`src/rtl/axil_ram_arbiter.sv`:
```
// Round-robin arbiter sharing one AXI4-Lite slave among N native requesters.
// One transaction in flight at a time; the response is routed back to the granted requester.
module axil_ram_arbiter #(
   parameter int N          = 2,
   parameter int DATA_WIDTH = 32,
   parameter int ADDR_WIDTH = 16,
   parameter int STRB_WIDTH = DATA_WIDTH/8
) (
   input  logic                       clk,
   input  logic                       rst,
   input  logic [N-1:0]               req_valid,
   output logic [N-1:0]               req_ready,
   input  logic [N-1:0]               req_we,
   input  logic [N*ADDR_WIDTH-1:0]    req_addr,
   input  logic [N*DATA_WIDTH-1:0]    req_wdata,
   input  logic [N*STRB_WIDTH-1:0]    req_wstrb,
   output logic [N-1:0]               rsp_valid,
   input  logic [N-1:0]               rsp_ready,
   output logic [DATA_WIDTH-1:0]      rsp_rdata,
   output logic                       rsp_err,
   output logic [ADDR_WIDTH-1:0]      m_axil_awaddr,
   output logic [2:0]                 m_axil_awprot,
   output logic                       m_axil_awvalid,
   input  logic                       m_axil_awready,
   output logic [DATA_WIDTH-1:0]      m_axil_wdata,
   output logic [STRB_WIDTH-1:0]      m_axil_wstrb,
   output logic                       m_axil_wvalid,
   input  logic                       m_axil_wready,
   input  logic [1:0]                 m_axil_bresp,
   input  logic                       m_axil_bvalid,
   output logic                       m_axil_bready,
   output logic [ADDR_WIDTH-1:0]      m_axil_araddr,
   output logic [2:0]                 m_axil_arprot,
   output logic                       m_axil_arvalid,
   input  logic                       m_axil_arready,
   input  logic [DATA_WIDTH-1:0]      m_axil_rdata,
   input  logic [1:0]                 m_axil_rresp,
   input  logic                       m_axil_rvalid,
   output logic                       m_axil_rready
);

   localparam int GW = (N > 1) ? $clog2(N) : 1;

   typedef enum logic [2:0] {
      IDLE, WR_ISSUE, WR_RESP, RD_ISSUE, RD_DATA, RESP
   } state_t;

   state_t                 state_reg;
   logic [GW-1:0]          grant_reg;
   logic [GW-1:0]          last_reg;
   logic                   rsp_valid_reg;
   logic [GW-1:0]          sel_idx;
   logic                   sel_found;

   logic [ADDR_WIDTH-1:0]  addr_arr  [N];
   logic [DATA_WIDTH-1:0]  wdata_arr [N];
   logic [STRB_WIDTH-1:0]  wstrb_arr [N];

   generate
      for (genvar gi = 0; gi < N; gi++) begin : g_lane
         assign addr_arr[gi]  = req_addr[gi*ADDR_WIDTH +: ADDR_WIDTH];
         assign wdata_arr[gi] = req_wdata[gi*DATA_WIDTH +: DATA_WIDTH];
         assign wstrb_arr[gi] = req_wstrb[gi*STRB_WIDTH +: STRB_WIDTH];
         assign req_ready[gi] = (state_reg == IDLE) && sel_found && (sel_idx == GW'(gi));
         assign rsp_valid[gi] = rsp_valid_reg && (grant_reg == GW'(gi));
      end
   endgenerate

   // Search starts just past the last served requester so it drops to lowest priority.
   always_comb begin
      int            pos;
      logic [GW-1:0] cand;
      sel_idx   = '0;
      sel_found = 1'b0;
      pos       = 0;
      cand      = '0;
      for (int k = 1; k <= N; k++) begin
         pos = int'(last_reg) + k;
         if (pos >= N) pos = pos - N;
         cand = GW'(pos);
         if (!sel_found && req_valid[cand]) begin
            sel_found = 1'b1;
            sel_idx   = cand;
         end
      end
   end

   assign m_axil_awprot = 3'b000;
   assign m_axil_arprot = 3'b000;

   always_ff @(posedge clk) begin
      if (rst) begin
         state_reg      <= IDLE;
         grant_reg      <= '0;
         last_reg       <= GW'(N-1);
         rsp_valid_reg  <= 1'b0;
         rsp_rdata      <= '0;
         rsp_err        <= 1'b0;
         m_axil_awaddr  <= '0;
         m_axil_awvalid <= 1'b0;
         m_axil_wdata   <= '0;
         m_axil_wstrb   <= '0;
         m_axil_wvalid  <= 1'b0;
         m_axil_bready  <= 1'b0;
         m_axil_araddr  <= '0;
         m_axil_arvalid <= 1'b0;
         m_axil_rready  <= 1'b0;
      end else begin
         case (state_reg)
            IDLE: begin
               if (sel_found) begin
                  grant_reg <= sel_idx;
                  if (req_we[sel_idx]) begin
                     m_axil_awaddr  <= addr_arr[sel_idx];
                     m_axil_wdata   <= wdata_arr[sel_idx];
                     m_axil_wstrb   <= wstrb_arr[sel_idx];
                     m_axil_awvalid <= 1'b1;
                     m_axil_wvalid  <= 1'b1;
                     state_reg      <= WR_ISSUE;
                  end else begin
                     m_axil_araddr  <= addr_arr[sel_idx];
                     m_axil_arvalid <= 1'b1;
                     state_reg      <= RD_ISSUE;
                  end
               end
            end
            WR_ISSUE: begin
               // AW and W complete independently; move on once neither is still pending.
               if (m_axil_awready) m_axil_awvalid <= 1'b0;
               if (m_axil_wready)  m_axil_wvalid  <= 1'b0;
               if ((!m_axil_awvalid || m_axil_awready) && (!m_axil_wvalid || m_axil_wready)) begin
                  m_axil_bready <= 1'b1;
                  state_reg     <= WR_RESP;
               end
            end
            WR_RESP: begin
               if (m_axil_bvalid) begin
                  m_axil_bready <= 1'b0;
                  rsp_err       <= (m_axil_bresp != 2'b00);
                  rsp_valid_reg <= 1'b1;
                  state_reg     <= RESP;
               end
            end
            RD_ISSUE: begin
               if (m_axil_arready) begin
                  m_axil_arvalid <= 1'b0;
                  m_axil_rready  <= 1'b1;
                  state_reg      <= RD_DATA;
               end
            end
            RD_DATA: begin
               if (m_axil_rvalid) begin
                  m_axil_rready <= 1'b0;
                  rsp_rdata     <= m_axil_rdata;
                  rsp_err       <= (m_axil_rresp != 2'b00);
                  rsp_valid_reg <= 1'b1;
                  state_reg     <= RESP;
               end
            end
            RESP: begin
               if (rsp_ready[grant_reg]) begin
                  rsp_valid_reg <= 1'b0;
                  last_reg      <= grant_reg;
                  state_reg     <= IDLE;
               end
            end
            default: state_reg <= IDLE;
         endcase
      end
   end

endmodule
```
`config.mk`:
```
export PLATFORM = sky130hd
export DESIGN_NAME = axil_ram_arbiter
export DESIGN_NICKNAME = d
export VERILOG_FILES = /design/src/rtl/axil_ram_arbiter.sv
export SDC_FILE = /design/constraint.sdc
export NUM_CORES = 1
export LEC_CHECK = 0
export ABC_AREA = 1
export BUFFER_PORTS_ARGS = -buffer_cell sky130_fd_sc_hd__buf_4
export CELL_PAD_IN_SITES_DETAIL_PLACEMENT = 1
export CELL_PAD_IN_SITES_GLOBAL_PLACEMENT = 1
export CORE_AREA = 2 2 142 116
export CTS_CLUSTER_SIZE = 14
export DETAILED_ROUTE_END_ITERATION = 7
export DIE_AREA = 0 0 144 118
export GPL_ROUTABILITY_DRIVEN = 0
export GPL_TIMING_DRIVEN = 0
export PLACE_DENSITY_LB_ADDON = 0.1
export SLEW_MARGIN = 20
export SYNTH_ARGS = -nofsm -noshare
export SYNTH_HDL_FRONTEND = slang
export SYNTH_SLANG_ARGS = --single-unit
```
`constraint.sdc`:
```
create_clock -name clk -period 4.1 [get_ports clk]
set_input_delay 0.205 -clock clk [delete_from_list [all_inputs] [get_ports clk]]
set_output_delay 0.205 -clock clk [all_outputs]
set_load 0.02 [all_outputs]
```
Yosys cells after proc, flatten, opt, wreduce, memory -nomap -nowiden
Cells that the tools add are included.
- muxes and demuxes: 54
- add/sub/neg operators: 4
- reduce and logical (&&, ||, !) cells: 34
- bitwise operators: 4
- equality and inequality tests: 15
- magnitude comparators: 7
- operators with widths (kind ; number):
    $mux W32 ; 3
    $mux W16 ; 3
    $mux W1 ; 30
    $mux W3 ; 6
    $ne A2 B2 Y1 const B ; 9
    $pmux W3 S6 ; 1
    $reduce_and A4 Y1 ; 4
    $reduce_and A3 Y1 ; 5
    $reduce_bool A2 Y1 ; 7
    $mux W4 ; 3
    $pmux W1 S2 ; 6
    $lt A1 B2 Y1 const B ; 4
    $logic_and A1 B1 Y1 ; 7
    $eq A3 B2 Y1 const B ; 2
    $eq A3 B3 Y1 const B ; 2
    $reduce_and A2 Y1 ; 3
    $reduce_and A6 Y1 ; 1
    $ge A2 B2 Y1 const B ; 2
    $add A1 B2 Y3 const B ; 1
    $eq A3 B1 Y1 const B ; 1
    $ge A3 B2 Y1 const B ; 1
    $logic_not A1 Y1 ; 3
    $logic_not A3 Y1 ; 1
    $not A1 Y1 ; 3
    other kinds (8) ; 10
- output and inout port bits: 116
- register bits after elaboration: 112

Logic depth before layout (Yosys ltp)
Gate-level depths: netlist (run 1).
- depth after elaboration: 14
- mapped depth: 12

Worst setup path before layout (run 1)
Ideal clock, no wire load.
- path kind: register to register
- start: register last_reg
- end: register m_axil_wdata[31]
- clock period less this slack: 1397 ps
- stages on the path, launching flop included: 13
- required time: 3984 ps
- arrival: 1281 ps
- path buffers: 3
- setup slack: 2703 ps
- cells stage by stage: dfxtp_1 -> nand2_1 -> nand2_4 -> inv_2 -> nand2_1 -> nand2_1 -> nand2_1 -> buf_6 -> inv_6 -> buf_8 -> buf_6 -> nor2_1 -> nor2_1
- word-level cells in the longest chain between the ends: 13
- elaborated cells between the ends (all ways): 25
- classes of those cells: add/sub (4); order compare (2); mux (15); bitwise (1); reduce/logical (3)
- ends and longest elaborated chain (element ; RTL line ; RTL):
    start, declared ; 50 ; logic [GW-1:0] last_reg;
    start signal, assigned ; 95 ; last_reg <= GW'(N-1);
    start signal, assigned ; 163 ; last_reg <= grant_reg;
    parallel branches: the longest is 13 deep, another holds $add A1 B2 Y3 ; - ;
    end signal, assigned ; 115 ; m_axil_wdata <= wdata_arr[sel_idx];
    end, declared ; 25 ; output logic [DATA_WIDTH-1:0] m_axil_wdata,
Parallel ways; which one is timed is not known. The select of a mux whose other input is x is not followed.
A chain may end at the register's enable or synchronous reset.

Final worst setup path (run 1)
- start: register last_reg
- end: output req_ready[0]
- word-level cells in the longest chain between the ends: 11
- elaborated cells between the ends (all ways): 21
- classes of those cells: add/sub (4); order compare (2); mux (10); bitwise (1); reduce/logical (4)
- ends and longest elaborated chain (element ; RTL line ; RTL):
    parallel branches: the longest is 10 deep, another holds $add A1 B2 Y3 ; - ;
    $logic_and A1 B1 Y1 (*) ; 64 ; assign req_ready[gi] = (state_reg == IDLE) && sel_found && (sel_idx == GW'(gi));
    end, declared ; 12 ; output logic [N-1:0] req_ready,
Mark *: on every way between the ends. The select of a mux whose other input is x is not followed.

==> impl_metrics.json, run 1 <==
{
  "status": "finished, final reports clean",
  "dpl-instance-area_um2": 7128,
  "vdd_drop_max_v": 0.0002409,
  "dpl.hpwl_um": 13860,
  "diodes": 0,
  "antenna_found_initial": 0,
  "firstDrtPassIters": 4,
  "grt_overflow": 0,
  "post-synth-top-area-fraction": 0.4594,
  "viasPerCell": 4.439,
  "final_cell_mix": "nand2_1 (269), buf_4 (268), nor2_1 (153), dfxtp_1 (112), o21ai_0 (42)",
  "fin_crit_ns": 1.902,
  "setup_viol": 0,
  "fillers": 2058,
  "post_cts_buffers": 0,
  "crit_path_end_kind": "primary output",
  "cts_resized": 0,
  "avgSynthCellArea_um2": 6.732,
  "grt_pass1_vias": 5512,
  "die_w_um": 144,
  "htree_levels": 3,
  "initial_core_util": 0.3140,
  "drt-total-wl_um": 17370,
  "cts_tree": "done",
  "hold_viol": 0,
  "critPathMaxStageDelay_ns": 0.34,
  "tns_ns": 0,
  "clockBufferDepth": 2,
  "clk_pin_slew_ns": 0.08,
  "die-height_um": 118,
  "finalMaxSlewViolations": 0,
  "cap_violations": 0,
  "root_buffer": "clkbuf_16",
  "slew_headroom": 0.6092,
  "crit_path_cell_trace": "nand2_1, nand2_4, inv_2, buf_2, buf_2, nor2_1, buf_4",
  "syn_to_final_growth_pct": 52.19,
  "hp-class": "in2reg",
  "multi_input_area_um2": 2317,
  "grt_max_degree": 18,
  "cp_common_cell": "buf_2",
  "fmax_ghz": 0.5259,
  "seq_area_frac_synth": 0.4594,
  "yosys_warnings": 0,
  "drive_above_1_share": 0.3078,
  "clk_latency_ns": 0.35,
  "cts_hold_buf": 0,
  "synth_cell_types": 27,
  "fin_nets": 1155,
  "power.leakage_nw": 3.756,
  "drtIter0Drc": 113,
  "rsz0062_at_grt": "false",
  "top_regs": "m_axil_wdata x32, rsp_rdata x32",
  "cp.arrival_ns": 1.70,
  "cp_slowest_cell": "dfxtp_1",
  "final_antenna_net_count": 0,
  "portBuffers": 261,
  "dieArea_um2": 16990,
  "tightest_slew_ns": 0.5862,
  "cp_max_fo": 10,
  "grt_pass1_wl_um": 27460,
  "p_per_area_nw_per_um2": 553.3,
  "yosys_register_bits": 112,
  "fin_area_um2": 7428,
  "drc_errors": 0,
  "final_common_cell": "nand2_1",
  "finalCritPeriodShare": 0.4638,
  "numCtsBuffers": 9,
  "seq_area_um2": 2242,
  "io_pins": 269,
  "worst_clock_skew_ns": 0.009910,
  "cts_sinks": 112,
  "yosysTopAreaCell": "dfxtp_1",
  "track_usage": 0.2057,
  "wl_per_cell_um": 14.21,
  "worstSetupPathType": "reg2out",
  "via_count": 5424,
  "synthCells": 725,
  "syn_area_um2": 4881,
  "rows": 41,
  "cp-start-kind": "register",
  "yosys-top-cells-area": "dfxtp_1 (46%), nand2_1 (21%), nor2_1 (12%)",
  "core_um2": 15540,
  "critPathRequiredTime_ns": 3.89
}
## layer usage
| layer | share of wire | vias up | track usage |
|---|---|---|---|
| met1 | 0.42 | 2467 | 0.2452 |
| met3 | 0.083 | 17 | 0.07323 |
| li1 | - | 2787 | - |
| met2 | 0.48 | 153 | 0.3521 |
| met5 | 0 | - | 0 |
| met4 | 0.014 | 0 | 0.04841 |
## critical path: cells and delay by family, from the launching register on
family | cells | cell delay [ns]
simple gates | 3 | 0.41
flops | 1 | 0.34
buf+inv | 4 | 0.60
## per-stage QoR
step / hold WS [ns] / setup slack (ns) / utilization / instances / power [mW]
after floorplan: 0.3489 / 2.703 / - / 730 / 2.508
after global routing: 0.08723 / 2.052 / 0.4779 / 1222 / 4.420
after detailed placement: 0.4568 / 2.218 / 0.4586 / 1206 / 3.265
final: 0.1052 / 2.198 / 0.4779 / 1222 / 4.110
after CTS: 0.08097 / 2.160 / 0.4779 / 1222 / 4.190
after global placement: 0.4536 / 2.246 / 0.4586 / 1206 / 3.229
## power by group
group / switching [mW] / total [mW] / internal, mW
logic: 1.02 / 1.72 / 0.701
clock network: 0.402 / 0.894 / 0.493
registers: 0.147 / 1.50 / 1.35
## synth_stat cells
library cell and n:
nand2_4 1, buf_4 7, nor3_1 1, nand3b_1 1, nand2_2 1, inv_1 19, dfxtp_1 112, inv_6 1
nor2_2 2, buf_1 3, clkbuf_1 19, nand4_1 2, a21boi_0 1, o21ai_0 42, o211ai_1 2, nor2_1 153
or2_2 1, nor2_4 1, inv_2 2, buf_2 16, nand3_1 9, conb_1 1, buf_6 2, mux2i_1 16
a21oi_1 40, nand2_1 269, buf_8 1
## worst paths after layout
kind | startpoint | to | slack, ns | cells after the start
hold reg to reg | rsp_rdata[30] | rsp_rdata[30] | 0.47 | 2
setup reg to reg | last_reg | m_axil_wdata[9] | 2.31 | 10
hold / removal | m_axil_rdata[6] | rsp_rdata[6] | 0.11 | 3
setup / recovery | last_reg | req_ready[0] | 2.20 | 7
## layout make-up
type,count,area share
Sequential cell,112,0.3018
Clock buffer,12,0.03318
Buffer,48,0.03402
Multi-Input combinational cell,548,0.3119
Timing Repair Buffer,261,0.2638
Clock inverter,4,0.007243
Tap cell,215,0.03621
Inverter,22,0.01179
## cells by family after synthesis
group,share of synthesized area
and+or+nand+nor,0.3486
other,0.0007683
buffers and inverters,0.06973
muxes,0.03281
DFF,0.4594
AOI/OAI and AO/OA,0.08869
No activity file was read; power rests on OpenSTA's default activity.
==> run 2, diff against run 1 <==
--- a/config.mk
+++ b/config.mk
@@ -5,14 +5,14 @@
 export SDC_FILE = /design/constraint.sdc
 export NUM_CORES = 1
 export LEC_CHECK = 0
-export ABC_AREA = 1
+export ABC_AREA = 0
 export BUFFER_PORTS_ARGS = -buffer_cell sky130_fd_sc_hd__buf_4
 export CELL_PAD_IN_SITES_DETAIL_PLACEMENT = 1
 export CELL_PAD_IN_SITES_GLOBAL_PLACEMENT = 1
-export CORE_AREA = 2 2 142 116
+export CORE_AREA = 2 2 152 124
 export CTS_CLUSTER_SIZE = 14
 export DETAILED_ROUTE_END_ITERATION = 7
-export DIE_AREA = 0 0 144 118
+export DIE_AREA = 0 0 154 126
 export GPL_ROUTABILITY_DRIVEN = 0
 export GPL_TIMING_DRIVEN = 0
 export PLACE_DENSITY_LB_ADDON = 0.1
==> constraint.sdc (replaced) <==
create_clock -name clk -period 1.65 [get_ports clk]
set_input_delay 0.0825 -clock clk [delete_from_list [all_inputs] [get_ports clk]]
set_output_delay 0.0825 -clock clk [all_outputs]
set_load 0.02 [all_outputs]
==> impl_metrics.json, run 2 <==
{
  "synthCells": 527,
  "tightest_slew_ns": 0.8779,
  "power.leakage_nw": 3.466,
  "worstSetupPathType": "reg2reg",
  "drive_above_1_share": 0.5236,
  "critPathMaxStageDelay_ns": 0.34,
  "die_w_um": 154,
  "grt_pass1_wl_um": 29710,
  "crit_buf_inv": 2,
  "hold_viol": 0,
  "viasPerCell": 4.850,
  "synthArstFlopShare": 0,
  "vdd_drop_max_v": 0.0005828,
  "finalCritPeriodShare": 0.9824,
  "diodes": 0,
  "track_usage": 0.1937,
  "critPathRequiredTime_ns": 1.91,
  "path_delay_family": "buffers and inverters",
  "cts_tree": "done",
  "final_antenna_net_count": 0,
  "yosysTopAreaCell": "dfxtp_1",
  "clockBufferDepth": 2,
  "portBuffers": 261,
  "cts_sinks": 112,
  "worst_clock_skew_ns": 0.009621,
  "dpl.hpwl_um": 14600,
  "yosys_warnings": 0,
  "synth_cell_types": 45,
  "yosysMostFrequentCell": "dfxtp_1",
  "fillers": 2040,
  "ys.flop_type": "dfxtp_1",
  "fin_crit_ns": 1.621,
  "drc_errors": 0,
  "slew_headroom": 0.4147,
  "p_per_area_nw_per_um2": 1425,
  "dieArea_um2": 19400,
  "yosys-top-cells-count": "dfxtp_1 (112), a21oi_1 (108), nand2_1 (70), mux2i_1 (56), a211oi_2 (50)",
  "rows": 44,
  "crit_path_cell_trace": "a21boi_2, buf_6, mux2i_4, nor2_4, buf_8, a211oi_2",
  "grt_pass1_vias": 5571,
  "root_buffer": "clkbuf_16",
  "cp_slowest_cell": "dfxtp_2",
  "clk_pin_slew_ns": 0.08,
  "syn_to_final_growth_pct": 66.28,
  "htree_levels": 3,
  "final_cell_mix": "buf_4 (278), dfxtp_1 (109), nand2_1 (70), a21oi_1 (64), a211oi_2 (52)",
  "yosys_register_bits": 112,
  "grt_overflow": 0,
  "finalMaxSlewViolations": 0,
  "top_regs": "m_axil_wdata x32, rsp_rdata x32",
  "hp-class": "in2reg",
  "grt_max_degree": 18,
  "wl_per_cell_um": 18.02,
  "die-height_um": 126,
  "tns_ns": 0,
  "firstDrtPassIters": 4,
  "drt-total-wl_um": 19430,
  "rsz0062_at_grt": "true",
  "core_um2": 17890,
  "cap_violations": 0,
  "via_count": 5228,
  "syn_area_um2": 5084,
  "status": "finished, final reports clean",
  "cp-start-kind": "register",
  "initial_core_util": 0.2841,
  "seq_area_frac_synth": 0.4411,
  "io_pins": 269,
  "synth_edf_count": 0,
  "final_common_cell": "buf_4",
  "antenna_found_initial": 0,
  "fin_nets": 997,
  "power_mw": 12.05,
  "setup_viol": 0,
  "crit_path_end_kind": "register",
  "numCtsBuffers": 9,
  "dpl-instance-area_um2": 7350,
  "cp_max_fo": 10,
  "clk_latency_ns": 0.35,
  "fmax_ghz": 0.6169,
  "cp.arrival_ns": 1.88,
  "yosys-top-cells-area": "dfxtp_1 (44%), a211oi_2 (12%), mux2i_1 (11%)",
  "drtIter0Drc": 202,
  "fin_area_um2": 8453,
  "post-synth-top-area-fraction": 0.4411,
  "avgSynthCellArea_um2": 9.646
}
-- run 2: final cells by class --
cell class                      instances  area, um^2  area share
Clock inverter                          4       53.80    0.006365
Tap cell                              230       287.8     0.03404
Multi-Input combinational cell        360        2775      0.3283
Timing Repair Buffer                  302        2384      0.2820
Inverter                                4       15.01    0.001776
Buffer                                 55       449.2     0.05314
Sequential cell                       112        2246      0.2657
Clock buffer                           11       242.7     0.02872
-- run 2: timing repair --
action                                  4_1_cts  5_1_grt
hold endpoints to repair                     33        0
gates cloned                                  0        2
endpoints found under the setup margin      106      106
hold buffers                                 33        0
buffers inserted                              5        2
resized for setup                            78       37
pin swaps                                     1        3
-- run 2: per-layer routing --
layer,up-vias,routed length [um],share of wire,GRT usage
li1,2530,-,-,-
met1,2473,8640,0.44,0.2406
met2,184,9066,0.47,0.3242
met3,41,1193,0.061,0.05196
met4,0,525,0.027,0.06927
met5,-,0,0,0
-- run 2: cells by family (layout without fill, tap and decap cells) --
logic type | count (synthesis) | in the layout | synth area share
AND/OR/NAND/NOR | 103 | 103 | 0.09279
buffers and inverters | 61 | 376 | 0.06695
multiplexers | 59 | 60 | 0.1191
other | 1 | 6 | 0.0007377
flip-flops | 112 | 112 | 0.4411
AO/OA/AOI/OAI | 191 | 191 | 0.2794
-- run 2: metrics by stage --
stage	util	hold WS [ns]	worst slack (ns)	instances
4_1_cts	0.4631	0.001614	-0.006413	1075
6_report	0.4724	0.01260	0.02904	1078
2_1_floorplan	-	0.1940	0.1177	532
3_5_place_dp	0.4108	0.3072	-0.3188	1023
3_3_place_gp	0.4108	0.2944	-0.2885	1023
5_1_grt	0.4724	0.007106	-0.06799	1078
-- run 2: worst paths after layout --
path	start	end	slack (ns)	cells past startpoint
worst min register to register	rsp_rdata[21]	rsp_rdata[21]	0.46	2
worst max register to register	last_reg	m_axil_wdata[22]	0.03	6
worst min-delay path	m_axil_rdata[30]	rsp_rdata[30]	0.01	3
worst max-delay path	last_reg	m_axil_wdata[22]	0.03	6
-- run 2: worst min-delay path, delay by kind of cell --
kind,cells,cell delay [ns]
buffers and inverters,1,0.11
AND/OR/NAND/NOR,1,0.06
AO/OA/AOI/OAI,1,0.06
-- run 2: where the power goes --
part	internal, mW	switching (mW)
sequential	3.37	0.473
combinational	2.67	3.29
clock	1.22	1.03
